$ cat src/rtl/demux_vc_pkg.sv
// Shared definitions for the VC demultiplexer: word/count widths, class-bit default
// and the debug FSM state encoding.
package demux_vc_pkg;

    localparam int DATA_W            = 6;
    localparam int COUNT_W           = 5;
    localparam int CLASS_BIT_DEFAULT = 5;

    // Encoding 3 is unused and treated as illegal by the FSM.
    typedef enum logic [1:0] {
        IDLE   = 2'd0,
        ACTIVE = 2'd1,
        PAUSE  = 2'd2
    } state_t;

endpackage

$ cat src/rtl/demux_vc_contador_push.sv
// Free-running push counter for one virtual channel: counts push strobes and
// wraps naturally at 2**COUNT_W.
module contador_push
    import demux_vc_pkg::*;
(
    input  logic               clk,
    input  logic               reset_L,
    input  logic               i_inc,
    output logic [COUNT_W-1:0] o_count
);

    logic [COUNT_W-1:0] r_count;

    // NOTE: sequential state uses non-blocking assignments so every flop samples pre-edge values.
    always_ff @(posedge clk or negedge reset_L) begin
        if (!reset_L) begin
            r_count <= '0;
        end else if (i_inc) begin
            r_count <= r_count + 1'b1;
        end
    end

    assign o_count = r_count;

endmodule

$ cat src/rtl/demux_vc.sv
// Demultiplexes words from the main FIFO into two virtual-channel FIFOs by one class
// bit, with a one-cycle pop-to-data pipeline and almost-full backpressure.
module demux_vc
    import demux_vc_pkg::*;
#(
    parameter int CLASS_BIT = CLASS_BIT_DEFAULT
) (
    input  logic               clk,
    input  logic               reset_L,
    input  logic [DATA_W-1:0]  main_data,
    input  logic               main_empty,
    input  logic               VC0_almost_full,
    input  logic               VC1_almost_full,
    output logic               main_pop,
    output logic [DATA_W-1:0]  VC0_data,
    output logic [DATA_W-1:0]  VC1_data,
    output logic               VC0_push,
    output logic               VC1_push,
    output logic [COUNT_W-1:0] VC0_count,
    output logic [COUNT_W-1:0] VC1_count,
    output logic [1:0]         state
);

    logic              w_any_full;
    logic              w_class;
    logic              r_pop_delay;
    logic [DATA_W-1:0] r_vc0_data;
    logic [DATA_W-1:0] r_vc1_data;
    logic              r_vc0_push;
    logic              r_vc1_push;
    state_t            r_state;
    state_t            w_state_next;

    // Both flags gate the pop: the destination is unknown until the word returns.
    assign w_any_full = VC0_almost_full | VC1_almost_full;
    assign main_pop   = ~main_empty & ~w_any_full & reset_L;
    assign w_class    = main_data[CLASS_BIT];

    always_ff @(posedge clk or negedge reset_L) begin
        if (!reset_L) begin
            r_pop_delay <= 1'b0;
            r_vc0_data  <= '0;
            r_vc1_data  <= '0;
            r_vc0_push  <= 1'b0;
            r_vc1_push  <= 1'b0;
        end else begin
            r_pop_delay <= main_pop;
            r_vc0_data  <= '0;
            r_vc1_data  <= '0;
            r_vc0_push  <= 1'b0;
            r_vc1_push  <= 1'b0;
            // An in-flight word is always delivered, regardless of current flags.
            if (r_pop_delay) begin
                if (w_class) begin
                    r_vc1_data <= main_data;
                    r_vc1_push <= 1'b1;
                end else begin
                    r_vc0_data <= main_data;
                    r_vc0_push <= 1'b1;
                end
            end
        end
    end

    always_ff @(posedge clk or negedge reset_L) begin
        if (!reset_L) begin
            r_state <= IDLE;
        end else begin
            r_state <= w_state_next;
        end
    end

    // NOTE: the next-state default is assigned first so no path leaves it unassigned (no latch).
    always_comb begin
        w_state_next = IDLE;
        case (r_state)
            IDLE, ACTIVE, PAUSE: begin
                if (w_any_full) begin
                    w_state_next = PAUSE;
                end else if (!main_empty) begin
                    w_state_next = ACTIVE;
                end else begin
                    w_state_next = IDLE;
                end
            end
            default: w_state_next = IDLE;
        endcase
    end

    contador_push u_count_vc0 (
        .clk     (clk),
        .reset_L (reset_L),
        .i_inc   (r_vc0_push),
        .o_count (VC0_count)
    );

    contador_push u_count_vc1 (
        .clk     (clk),
        .reset_L (reset_L),
        .i_inc   (r_vc1_push),
        .o_count (VC1_count)
    );

    assign VC0_data = r_vc0_data;
    assign VC1_data = r_vc1_data;
    assign VC0_push = r_vc0_push;
    assign VC1_push = r_vc1_push;
    assign state    = r_state;

endmodule

$ cat config.mk
export PLATFORM = sky130hd
export DESIGN_NAME = demux_vc
export DESIGN_NICKNAME = d
export VERILOG_FILES = /design/src/rtl/demux_vc_pkg.sv /design/src/rtl/demux_vc_contador_push.sv /design/src/rtl/demux_vc.sv
export SDC_FILE = /design/constraint.sdc
export NUM_CORES = 1
export LEC_CHECK = 0
export BUFFER_PORTS_ARGS = -buffer_cell sky130_fd_sc_hd__buf_4
export CORE_MARGIN = 4
export CORE_UTILIZATION = 45
export DETAILED_ROUTE_END_ITERATION = 10
export PLACE_DENSITY = 0.83
export SYNTH_ARGS = -nofsm -noshare
export SYNTH_HDL_FRONTEND = slang
export SYNTH_SLANG_ARGS = --single-unit
$ cat constraint.sdc
create_clock -name clk -period 1.4 [get_ports clk]
set_clock_uncertainty 0.15 [all_clocks]
set_input_delay 0.42 -clock clk [delete_from_list [all_inputs] [get_ports clk]]
set_output_delay 0.42 -clock clk [all_outputs]
set_load 0.005 [all_outputs]
==> results of run 1 <==
[cell type report]
| class | count | share of cell area |
|---|---|---|
| multi-input cells | 36 | 0.187 |
| flip-flops and latches | 25 | 0.403 |
| clock buffers | 4 | 0.0168 |
| repair buffers | 62 | 0.372 |
| well taps | 27 | 0.0217 |
[kinds of logic after synthesis]
| group | synth area share |
|---|---|
| compound gates | 0.0219 |
| xor+xnor | 0.0767 |
| fa+ha+maj | 0.0274 |
| buf+inv | 0.0164 |
| flops | 0.685 |
| mux | 0.0247 |
| other cells | 0.00411 |
| simple gates | 0.144 |
[synth_stat cells (all sizes together) (2+ instances only)]
cell	n
and2	5
nand2	3
nor2	2
mux2	2
nand4	4
dfrtp	25
buf	2
xor2	2
ha	2
and3	5
xnor2	6
[cell usage in the layout, fill, tap and decap left out, drive strengths merged]
| cell type | instances |
|---|---|
| buf | 61 |
| nand2 | 3 |
| dlygate4sd3 | 1 |
| and2 | 5 |
| nor2b | 1 |
| mux2 | 2 |
| a2111oi | 1 |
| and3 | 5 |
| a21oi | 1 |
| nor2 | 2 |
| dfrtp | 25 |
| ha | 2 |
| xor2 | 2 |
| nor4b | 1 |
| nand4 | 4 |
| conb | 1 |
| xnor2 | 6 |
| clkbuf | 4 |
[stage by stage]
stage / hold WS (ps) / utilization / setup slack, ps / TNS (ps) / cell area, µm²
6_report: 169 / 0.803 / -136 / -487 / 1560
5_1_grt: 160 / 0.803 / -141 / -1390 / 1560
4_1_cts: 154 / 0.771 / -118 / -504 / 1500
3_5_place_dp: 289 / 0.635 / -320 / -320 / 1230
3_3_place_gp: 284 / 0.635 / -230 / -230 / 1230
2_1_floorplan: -25.6 / - / 13.6 / 0 / 913
[worst paths after layout]
path / end / depth (start not counted)
max in group asynchronous: VC0_push / 3
worst min-delay path: VC0_data[0] / 2
worst max-delay path: main_pop / 3
worst max register to register: u_count_vc1.o_count[1] / 3
worst min register to register: u_count_vc0.o_count[0] / 2
min in group asynchronous: u_count_vc1.o_count[3] / 3
[layer usage]
layer,vias to the layer above,GRT usage,wire (µm)
li1,338,-,-
met1,352,0.164,763
met2,26,0.347,1320
met3,3,0.0704,185
met4,0,0.0638,24
met5,-,0,0
[sequential cells by signal (all words and copies together) (netlist names)]
signal	cells
VC0_push	1
VC0_data	5
r_pop_delay	1
u_count_vc1.o_count	5
u_count_vc0.o_count	5
VC1_data	6
state	2
[power by group]
group | switching, µW | internal [µW]
clock network | 199 | 111
registers | 68.6 | 804
logic | 198 | 380
[repair_timing]
| action | 4_1_cts | 5_1_grt |
|---|---|---|
| hold buffers | 1 | 0 |
| setup endpoints to repair | 24 | 28 |
| pin swaps | 1 | 1 |
| hold endpoints to repair | 25 | 0 |
| setup buffers | 15 | 6 |
| gates resized for setup | 30 | 5 |
==> run metrics, run 1 <==
status=finished, violations left; failing checks=negative setup slack; share of cells above drive strength 1=0.567; Multi-input gate area=292 µm²; final net count=~140; Reg2Reg Launch Point=u_count_vc1.o_count[0]; overall die width=about 53 µm; worst path bufs/invs=2; Initial Util=0.470; H-Tree Depth=1; hpwl dp=1.33 mm; Clock transition at path regs=130 ps; via count of the routed design=719; Area Growth Syn to Fin=70.8%; root buf cell=clkbuf_4; DIE AREA=around 2800 µm²; Critical Path RT=approximately 830 ps; syn avg cell area=between 10 and 15 µm²; crit path from=VC1_almost_full; WL/cell=~15 µm; Mapped Area=approximately 900 µm²; WS Path Type=in2out; Worst-Skew Late Latency=between 300 and 400 ps; Core Area=1940 µm²; Max VDD drop=~830 µV; crit-path max FO=2; RSZ-0062 raised after global routing=yes; cts bufs inserted=3; pwr dens=around 1100 nW/µm²; synthesized instance count=63; initial antenna violation count=0; First-pass DRT Iterations=3; Tcrit/Tclk final=1.10; post-synthesis sequential element count=25; port bufs=36; first-pass GRT wire length=3.53 mm; vias in the first global route=around 790; top post-synthesis cells by area=dfrtp_1, xnor2_1, and2_1; Die Height=53.1 µm; Syn Nets=76; Yosys top cell by area=dfrtp_1; Sequential cell area=~630 µm²; Final ANT Viol Nets=0; leakage=~0.00082 µW; Tot Pwr=roughly 1800 µW; Filler cells=between 100 and 150; crit path cell chain=buf_8 -> nor4b_4 -> buf_4; row count=16; I/O Pins=38; clk buf depth=2; Tmin final=around 1500 ps; violation count after the first detailed-route iteration=8; Fmax achieved=approximately 0.65 GHz; GR Overflow Total=0; final-report max-slew violation count=0; average via count per standard cell=between 4 and 5; Reg2Reg Setup Slack=30 ps; GR Util All Layers=0.179; Hold/Removal Path Class=in2reg; cell family with the largest share of critical-path delay=simple AND/OR/NAND/NOR gates; Critical Path Slowest Stage Cell=nor4b_4; drt total wl=2.29 mm; sequential fraction of the synthesis area=0.685; final worst slack=-136 ps; ys async rst share=1.00; Crit. End Element=output port; post-synth top area share=0.685; Critical Path AT=970 ps; CTS tree=yes; EDFF count, synth=0; setup violators final=19; CP max stage delay=around 280 ps; endpoints failing hold=0; warnings from Yosys=0; prevailing post-synth register cell=dfrtp_1; placed insts=around 130; Post-route DRC=0; type of origin of the critical path=input pin; max-cap viol count=0; hold wc startpoint=main_data[0]; global placement routability congestion=roughly 0.7; pin count of the biggest net entering global routing=26; final non-filler cell total=between 150 and 200; post-synth cell types=17; number of diodes=0; Clock Sinks=25
Power figures use the tool's default switching activity.
==> run 2: changes to the inputs <==
- CORE_UTILIZATION: 45 -> 37
- PLACE_DENSITY: 0.83 -> 0.71
- SKIP_CTS_REPAIR_TIMING: default -> 1
==> run 2 against run 1 <==
The flow still finishes with violations (negative setup slack). Clock power fell by 3%. Sequential share of layout area rose by 1.6 points. Routed wire length fell by 19%. Combinational power fell by 6.6%. Cell area fell by 3.9%. Sequential power rose by 0.6%. Die area rose by 18%. Critical path type unchanged.
==> run metrics, run 2 (synthesis gave the netlist of run 1 again) <==
Filler cells=roughly 170; first-pass GRT wire length=roughly 2.7 mm; vias in the first global route=630; global placement routability congestion=a little under 0.7; final net count=around 130; Post-route DRC=0; DIE AREA=about 3300 µm²; hpwl dp=1.29 mm; Finished Core Util=0.659; Area Growth Syn to Fin=64.1%; cts bufs inserted=3; Tot Pwr=1720 µW; Clk pwr share=0.174; via count of the routed design=slightly below 700; setup violators final=15; crit path from=VC0_almost_full; Final ANT Viol Nets=0; GR Overflow Total=0; First-pass DRT Iterations=2; CP max stage delay=about 280 ps; pwr dens=about 1100 nW/µm²; Tmin final=roughly 1500 ps; port bufs=36; Critical Path AT=960 ps; CTS tree=yes; Clock transition at path regs=approximately 120 ps; Hold/Removal Path Class=in2reg; worst slack at placement=-273 ps; final non-filler cell total=147; failing checks=negative setup slack; hold wc startpoint=VC0_almost_full; Initial Util=0.401; final worst slack=-126 ps; clk buf depth=2; Die Height=between 50 and 60 µm; Reg2Reg Setup Slack=around 10 ps; internal power=1270 µW; Reg2Reg Depth=3; WS Path Type=in2out; row count=17; I/O Pins=38; H-Tree Depth=1; Tcrit/Tclk final=1.09; number of diodes=0; Worst Hold End=r_pop_delay; worst path bufs/invs=2; endpoints failing hold=0; initial antenna violation count=0; commonest cells after routing, fill and taps aside=buf_6, buf_4, dfrtp_1; post-placement cell area=around 1200 µm²; drt total wl=roughly 1.9 mm; average via count per standard cell=4.63; Core Area=2280 µm²; placed insts=between 100 and 150; root buf cell=clkbuf_4; GR Util All Layers=0.102; sequential power share=0.511; violation count after the first detailed-route iteration=1; Hold Crit Depth=2; Critical Path RT=about 830 ps; cell family with the largest share of critical-path delay=simple AND/OR/NAND/NOR gates; Clock Sinks=25; WL/cell=between 10 and 15 µm; final-report max-slew violation count=0; Switch Pwr=450 µW; pin count of the biggest net entering global routing=26; Fmax achieved=0.655 GHz; status=finished, violations left; Worst-Skew Late Latency=~300 ps; leakage=a little under 0.0008 µW; Reg2Reg Launch Point=u_count_vc1.o_count[0]; max-cap viol count=0; type of origin of the critical path=input pin; Largest register FFs=6; Critical Path Slowest Stage Cell=nor4b_4; worst r2r dst=u_count_vc1.o_count[1]; crit path cell chain=buf_8 -> nor4b_4 -> buf_4; switch share=0.262; RSZ-0062 raised after global routing=yes; design area=approximately 1500 µm²; crit-path max FO=2; part of the power in combinational logic=0.315; commonest non-fill, non-tap cell in the layout=buf_6; overall die width=around 58 µm; share of cells above drive strength 1=0.546; critical path depth=3; Crit. End Element=output port; Max VDD drop=658 µV
[run 2: power groups by stage]
stage | registers (µW) | clock network [µW] | logic, µW
after global placement | 907 | 0 | 291
after floorplan | 906 | 0 | 97.1
after CTS | 899 | 313 | 300
after detailed placement | 913 | 0 | 300
after global routing | 888 | 336 | 587
final | 878 | 300 | 541
[run 2: stage by stage]
| stage | setup TNS (ps) | hold WS (ps) |
|---|---|---|
| 5_1_grt | -1240 | 94.0 |
| 3_3_place_gp | -229 | 275 |
| 6_report | -399 | 108 |
| 4_1_cts | -1410 | -64.6 |
| 3_5_place_dp | -273 | 279 |
| 2_1_floorplan | 0 | -25.6 |
[run 2: final cells by class]
type,instances,area [µm²],share of cell area
multi-input combinational,36,292,0.194
timing repair buffer,54,517,0.345
sequential,25,628,0.419
tap,28,35.0,0.0234
clock inverter,1,5.00,0.00334
clock buffer,3,22.5,0.0150
[run 2: metal layers]
| metal | vias to the layer above | part of all wire | global-route usage |
|---|---|---|---|
| li1 | 323 | - | - |
| met1 | 332 | 0.38 | 0.119 |
| met2 | 25 | 0.52 | 0.182 |
| met3 | 0 | 0.099 | 0.0334 |
| met4 | 0 | 0 | 0.0199 |
| met5 | - | 0 | 0 |
[run 2: worst max path at each step]
stage	endpoint
2_1_floorplan	main_pop
3_3_place_gp	main_pop
3_5_place_dp	main_pop
4_1_cts	main_pop
5_1_grt	main_pop
6_report	main_pop
==> run 3: changes to the inputs <==
- CORE_ASPECT_RATIO: default -> 0.8
==> run 3 against run 2 <==
The run still ends with negative setup slack left. Cell area rose by 1.0%. Largest cell class unchanged. Register-to-register slack barely moved. Non-clock buffer count rose by 4. Power fell by 0.81%. Hold slack got worse by 1.1 ps. Global-route usage rose by 0.80 points. Count of clock-buffer cells in the layout rose by 1. Combinational power fell by 6.3%. Critical path depth did not move. Fmax rose by 0.43%.
==> run metrics, run 3 (synthesis gave the netlist of run 1 again) <==
status=finished, violations left; failing checks=negative setup slack; crit path cell chain=buf_6 -> nor4b_4 -> buf_4; crit path capture=main_pop; crit-path max FO=2; global placement routability congestion=0.668; final-report max-slew violation count=0; Core Area=2250 µm²; Reg2Reg Depth=3; worst path bufs/invs=2; critical path depth=3; commonest non-fill, non-tap cell in the layout=buf_4; overall die width=roughly 64 µm; row count=15; Clock transition at path regs=~120 ps; port bufs=36; Hold/Removal Path Class=in2reg; setup violators final=15; met1 Use GR=0.130; met2 usage=0.173; Critical Path AT=~950 ps; Fmax achieved=roughly 0.66 GHz; placed insts=approximately 130; endpoints failing hold=0; GRT Max-Usage Layer=met2; cts bufs inserted=3; CTS tree=yes; share of cells above drive strength 1=0.553; max-cap viol count=0; Filler cells=between 150 and 200; number of diodes=0; sum of negative setup slack=-536 ps; WL/cell=13.3 µm; Post-route DRC=0; First-pass DRT Iterations=2; Initial Util=0.406; Tmin final=1520 ps; Tcrit/Tclk final=1.09; Area Growth Syn to Fin=65.8%; clk buf depth=2; met3 Use GR=0.0644; final net count=137; final worst slack=-119 ps; type of origin of the critical path=input pin; Critical Path Slowest Stage Cell=nor4b_4; DIE AREA=roughly 3300 µm²; Die Height=approximately 52 µm; H-Tree Depth=1; Crit. End Element=output port; average via count per standard cell=between 4 and 5; WS Path Type=in2out; root buf cell=clkbuf_4; first-pass GRT wire length=about 2.8 mm; GR Util All Layers=0.110; cell family with the largest share of critical-path delay=simple AND/OR/NAND/NOR gates; Max VDD drop=about 590 µV; violation count after the first detailed-route iteration=19; commonest cells after routing, fill and taps aside=buf_4, buf_6, dfrtp_1; Reg2Reg Launch Point=u_count_vc1.o_count[0]; RSZ-0062 raised after global routing=yes; Tot Pwr=between 1500 and 2000 µW; Final ANT Viol Nets=0; Critical Path RT=between 800 and 900 ps; vias in the first global route=619; initial antenna violation count=0; drt total wl=between 1.5 and 2 mm; Largest register FFs=6; Clock Sinks=25; Reg2Reg Setup Slack=approximately 20 ps; I/O Pins=38; pwr dens=between 1000 and 1500 nW/µm²; GR Overflow Total=0; final non-filler cell total=148; pin count of the biggest net entering global routing=26; leakage=between 0.0007 and 0.0008 µW; crit path from=VC0_almost_full; worst r2r dst=u_count_vc1.o_count[1]; Worst-Skew Late Latency=about 300 ps; CP max stage delay=280 ps; via count of the routed design=approximately 690
-- run 3: area by class of cell --
type | count | area (µm²) | share of cell area
sequential | 25 | 629 | 0.416
timing repair buffer | 58 | 539 | 0.356
multi-input combinational | 36 | 288 | 0.190
tap | 25 | 31.3 | 0.0207
clock buffer | 4 | 26.3 | 0.0174
-- run 3: per-stage QoR --
step / utilization / instance area (µm²) / hold slack, ps / worst slack (ps)
2_1_floorplan: - / 913 / -25.6 / 13.6
3_3_place_gp: 0.546 / 1230 / 296 / -218
3_5_place_dp: 0.546 / 1230 / 303 / -243
4_1_cts: 0.558 / 1260 / -47.5 / -257
5_1_grt: 0.672 / 1510 / 77.7 / -131
6_report: 0.672 / 1510 / 107 / -119
-- run 3: where the power goes --
part           internal, µW  switching [µW]
clock network           111             194
logic                   342             165
registers               806            87.6
-- run 3: worst reg2reg max path, stage by stage (launching register included) --
cell and delay [ps]:
dfrtp_1 420, buf_4 150, ha_1 270, mux2_1 280
-- run 3: how the worst min path moves through the flow --
stage	slack (ps)	to	cells after the start	startpoint
after global placement	300	u_count_vc0.o_count[4]	2	reset_L
after global routing	80	r_pop_delay	2	VC0_almost_full
after CTS	-50	VC1_data[5]	2	reset_L
final	110	r_pop_delay	2	VC0_almost_full
after detailed placement	300	VC0_data[3]	2	reset_L
after floorplan	-30	VC0_data[0]	0	reset_L
-- run 3: routing by layer --
| layer | share of wire | routed length [µm] |
|---|---|---|
| met1 | 0.37 | 725 |
| met4 | 0 | 0 |
| met5 | 0 | 0 |
| met2 | 0.51 | 1010 |
| met3 | 0.12 | 235 |
